<file path="src/rtl/jk_pulse_conditioner.sv">
// Button front-end for the JK FSM: synchronize, debounce and edge-detect two raw lines,
// then arbitrate so j and k never strobe together. Define JK_AUTOREPEAT_EN for held-key repeat.
module jk_pulse_conditioner #(
  parameter int DEBOUNCE_CYCLES = 4,
  parameter int REPEAT_CYCLES   = 16
) (
  input  logic clk,
  input  logic reset,
  input  logic j_raw,
  input  logic k_raw,
  output logic j,
  output logic k,
  output logic conflict
);

  localparam int CW = $clog2(DEBOUNCE_CYCLES + 1);
  localparam logic [CW-1:0] CNT_LAST = CW'(DEBOUNCE_CYCLES - 1);

  // Channel index 0 is J, index 1 is K.
  logic [1:0]    raw;
  logic [1:0]    sync1, sync2;
  logic [1:0]    st, st_d;
  logic [CW-1:0] cnt [2];
  logic [1:0]    rise;
  logic          pending_k;
  logic          j_nxt, k_nxt, conflict_nxt, pending_nxt, k_req;

  assign raw = {k_raw, j_raw};

  always_ff @(posedge clk) begin
    if (reset) begin
      sync1 <= '0;
      sync2 <= '0;
      st    <= '0;
      st_d  <= '0;
      // NOTE: the debounce counters are per-channel state, so every element is
      // cleared explicitly; a partial count must never survive a reset.
      for (int ch = 0; ch < 2; ch++) cnt[ch] <= '0;
    end else begin
      sync1 <= raw;
      sync2 <= sync1;
      st_d  <= st;
      for (int ch = 0; ch < 2; ch++) begin
        if (sync2[ch] != st[ch]) begin
          if (cnt[ch] == CNT_LAST) begin
            st[ch]  <= sync2[ch];
            cnt[ch] <= '0;
          end else begin
            cnt[ch] <= cnt[ch] + 1'b1;
          end
        end else begin
          cnt[ch] <= '0;
        end
      end
    end
  end

`ifdef JK_AUTOREPEAT_EN
  localparam int RW = $clog2(REPEAT_CYCLES + 1);
  localparam logic [RW-1:0] REP_LAST = RW'(REPEAT_CYCLES - 1);

  logic [RW-1:0] rep_cnt [2];
  logic [1:0]    rep_ev;

  // A repeat fires REPEAT_CYCLES clocks after the previous event of that channel.
  always_comb begin
    for (int ch = 0; ch < 2; ch++)
      rep_ev[ch] = st[ch] & st_d[ch] & (rep_cnt[ch] == REP_LAST);
  end

  assign rise = (st & ~st_d) | rep_ev;

  always_ff @(posedge clk) begin
    if (reset) begin
      for (int ch = 0; ch < 2; ch++) rep_cnt[ch] <= '0;
    end else begin
      for (int ch = 0; ch < 2; ch++) begin
        if (!st[ch] || rise[ch])
          rep_cnt[ch] <= '0;
        else if (rep_cnt[ch] != REP_LAST)
          rep_cnt[ch] <= rep_cnt[ch] + 1'b1;
      end
    end
  end
`else
  assign rise = st & ~st_d;
`endif

  // J always wins; a competing k request (fresh or already deferred) waits one cycle.
  always_comb begin
    // NOTE: every output of this block gets a default first, so no path can infer a latch.
    j_nxt        = 1'b0;
    k_nxt        = 1'b0;
    conflict_nxt = 1'b0;
    pending_nxt  = 1'b0;
    k_req        = rise[1] | pending_k;
    if (rise[0]) begin
      j_nxt        = 1'b1;
      pending_nxt  = k_req;
      conflict_nxt = k_req;
    end else begin
      k_nxt = k_req;
    end
  end

  always_ff @(posedge clk) begin
    if (reset) begin
      j         <= 1'b0;
      k         <= 1'b0;
      conflict  <= 1'b0;
      pending_k <= 1'b0;
    end else begin
      // NOTE: registers are updated with non-blocking assignments so every flop
      // samples pre-edge values regardless of statement order.
      j         <= j_nxt;
      k         <= k_nxt;
      conflict  <= conflict_nxt;
      pending_k <= pending_nxt;
    end
  end

endmodule

</file>
<file path="config.mk">
export PLATFORM = sky130hd
export DESIGN_NAME = jk_pulse_conditioner
export DESIGN_NICKNAME = d
export VERILOG_FILES = /design/src/rtl/jk_pulse_conditioner.sv
export SDC_FILE = /design/constraint.sdc
export NUM_CORES = 1
export LEC_CHECK = 0
export CAP_MARGIN = 20
export CELL_PAD_IN_SITES_DETAIL_PLACEMENT = 0
export CELL_PAD_IN_SITES_GLOBAL_PLACEMENT = 2
export CORE_MARGIN = 2
export CORE_UTILIZATION = 30
export DETAILED_ROUTE_END_ITERATION = 12
export PLACE_DENSITY = 0.68
export SYNTH_ARGS = -nofsm -noshare
export SYNTH_HDL_FRONTEND = slang
export SYNTH_SLANG_ARGS = --single-unit
export TNS_END_PERCENT = 10
</file>
<file path="constraint.sdc">
create_clock -name clk -period 1.5 [get_ports clk]
set_clock_uncertainty 0.15 [all_clocks]
set_input_delay 0.225 -clock clk [delete_from_list [all_inputs] [get_ports clk]]
set_output_delay 0.225 -clock clk [all_outputs]
set_load 0.1 [all_outputs]
</file>
==> results by group <==
Timing
  • Final setup violating endpoints: 0
  • Final Critical Period: 1460 ps
  • Achievable frequency: 0.6851 GHz
  • RSZ-0062 raised after global routing: true
  • Final Hold Vio Count: 0
  • Final Max Tran Viols: 0
  • Tcrit/Tclk final: between 90% and 100%
  • Setup TNS Final: 0 ps

Yosys
  • Mapped Avg Cell Area: roughly 13 µm²
  • Top-count cell post-synth: dfxtp_1
  • Area contributors post-synth: dfxtp_1 (33%), edfxtp_1 (27%), ha_1 (7.6%), and2b_1 (5.7%), nor4b_2 (4.6%)
  • Post-synth cell types: 17
  • Yosys warning total: 0
  • Sequential cell area fraction in the yosys report: between 60% and 70%
  • Synth Instances: 49
  • Most frequent cells after synthesis: dfxtp_1 (11), edfxtp_1 (6), and2b_1 (5)
  • Synth area leader: dfxtp_1
  • Flops & latches, synth: 17
  • Post-synth EDFFs: 6
  • Ys flop type: dfxtp_1
  • Synthesized area: approximately 660 µm²
  • Post-synth ARST share: 0%
  • Synth top area share: roughly 33%

Power
  • Leakage: between 0.0003 and 0.0004 µW
  • Design Power: ~800 µW
  • Power per cell area: slightly below 900 mW/mm²
  • Maximum vdd ir drop: 0.4798 mV

Final layout
  • Diodes inserted: 0
  • Share of layout cells above drive strength 1: 27.27%
  • NumNets Final: 75
  • P&R area growth vs syn: 32.64%
  • Finished Cell Area: about 870 µm²
  • Final non-filler cell total: 93
  • Final core utilization: 43.25%

Detailed routing
  • Wire per inst: 9.581 µm
  • Via count: slightly below 400
  • Vias per std cell: about 4.2
  • Initial detailed-routing violation count: 7
  • DRC viols: 0
  • Final ANT Viol Nets: 0
  • Drt total wl: 891 µm
  • Pre-antenna DRT Iters: 3

Critical path
  • Critical path startpoint: cnt[0][0]$_SDFFCE_PP0P_
  • Capture point of the critical path: cnt[0][2]$_SDFFCE_PP0P_
  • R2R Setup Slk: roughly 40 ps
  • Crit path launch type: flop
  • R2r worst-path depth: 3
  • Worst path required time: about 1500 ps
  • Crit Path Category: flop to flop
  • Crit path DAT: between 1000 and 1500 ps
  • FF-to-FF End: cnt[0][2]$_SDFFCE_PP0P_
  • Crit. End Element: flop
  • R2R Path Start: cnt[0][0]$_SDFFCE_PP0P_
  • Critical path fanouts, max: 2

Clock tree
  • Clock Root Buffer: clkbuf_4
  • # clock sinks: 17
  • Total CTS buffers: 3
  • Clk pin slew, worst setup/hold paths: about 90 ps
  • H-tree depth: 1
  • Hold_buf cts: 0
  • Clock Latency Late Sink: around 280 ps
  • CTS Buffer Depth: 2
  • CTS tree: built

GRT
  • Wire length of the first global-routing pass: approximately 1700 µm
  • Pin count of the biggest net entering global routing: 10
  • Congestion Overflow GR: 0
  • Vias in the first global route: roughly 390
  • GRT Util Overall: slightly above 9%
  • Initial antenna violation count: 0

Placed design
  • Placed cells: roughly 90
  • GP Congestion: around 0.67
  • Buffers on Ports: 6
  • Placed instance area: 807.0 µm²
  • Final HPWL DP: approximately 670 µm

Floorplanning
  • Die Ht: roughly 51 µm
  • Die Wd: 50.88 µm
  • Initial Util: between 30% and 40%
  • Num rows: 16
  • Core area: roughly 0.002 mm²
  • Top Ports: 7
  • Die ar.: between 0.002 and 0.003 mm²

Run status
  • Status: completed

Flow run
  • Max Cap Viol: 0

Hold path
  • Hold WC Path Type: flop to flop
[routing by layer]
layer / vias up / wire [µm] / GRT usage [%]
met5: - / 0 / 0
met4: 0 / 15 / 8.108
met3: 2 / 28 / 1.754
met2: 6 / 407 / 13.38
met1: 178 / 439 / 11.50
li1: 202 / - / -
[critical path: stages (launching register included)]
cell      delay, ps
edfxtp_1        410
ha_1            210
ha_1            280
nor4_2          240
[where the power goes]
group          internal, µW  leakage (µW)  switching, µW
combinational          29.1      0.000164           25.9
clock                   103     0.0000150            128
sequential              490      0.000152           5.42
total                   622      0.000331            160
[layout by cell type, fill, tap and decap left out, drive strengths merged]
cell           synthesis  routed
a21boi                 1       1
a221oi                 1       1
and2b                  5       5
buf                    1       6
clkbuf                 0       4
clkdlybuf4s50          0       3
conb                   1       6
dfxtp                 11      11
edfxtp                 6       6
ha                     4       4
inv                    4       4
mux2i                  2       2
nand2b                 1       1
nor2                   2       2
nor2b                  1       1
nor3b                  1       1
nor4                   4       4
nor4b                  2       2
xnor2                  2       2
[area by class of cell]
cell class | instances | area, µm²
clock buffer | 4 | 26.28
tap | 27 | 33.78
sequential | 17 | 401.6
fill | 190 | 1147
timing repair buffer | 9 | 112.6
inverter | 4 | 15.01
multi-input combinational | 32 | 285.3
[registers in the layout, summed over array words and instances (netlist names)]
register,count
cnt,6
j,1
k,1
pending_k,1
st,2
st_d,2
sync1,2
sync2,2
[how the worst min path moves through the flow]
stage | slack [ps] | to | start | depth (start not counted)
finish | 290 | sync2[0]$_SDFF_PP0_ | sync1[0]$_SDFF_PP0_ | 1
global route | 310 | sync2[0]$_SDFF_PP0_ | sync1[0]$_SDFF_PP0_ | 1
CTS | 290 | sync2[0]$_SDFF_PP0_ | sync1[0]$_SDFF_PP0_ | 1
detailed placement | 270 | sync2[0]$_SDFF_PP0_ | sync1[0]$_SDFF_PP0_ | 1
global placement | 270 | sync2[0]$_SDFF_PP0_ | sync1[0]$_SDFF_PP0_ | 1
floorplan | 150 | j$_SDFF_PP0_ | reset | 1
[cell families after synthesis]
family | synth area share, %
AO/OA/AOI/OAI | 2.467
flip-flops | 60.72
other | 0.5687
buffers and inverters | 3.984
XOR/XNOR | 2.657
adder cells (fa/ha/maj) | 7.590
AND/OR/NAND/NOR | 18.98
multiplexers | 3.036
[stage by stage]
step	hold WS [ps]	setup WS (ps)
2_1_floorplan	150.4	115.5
3_3_place_gp	265.8	32.26
3_5_place_dp	271.8	-23.79
4_1_cts	294.8	19.35
5_1_grt	310.0	-7.008
6_report	288.9	40.27
[repair_timing]
| action | CTS | global route |
|---|---|---|
| endpoints found under the setup margin | 2 | 3 |
| pin swaps | 1 | 2 |
| setup buffers | 1 | 0 |
| gates resized for setup | 2 | 3 |
No activity file was read; power rests on OpenSTA's default activity.
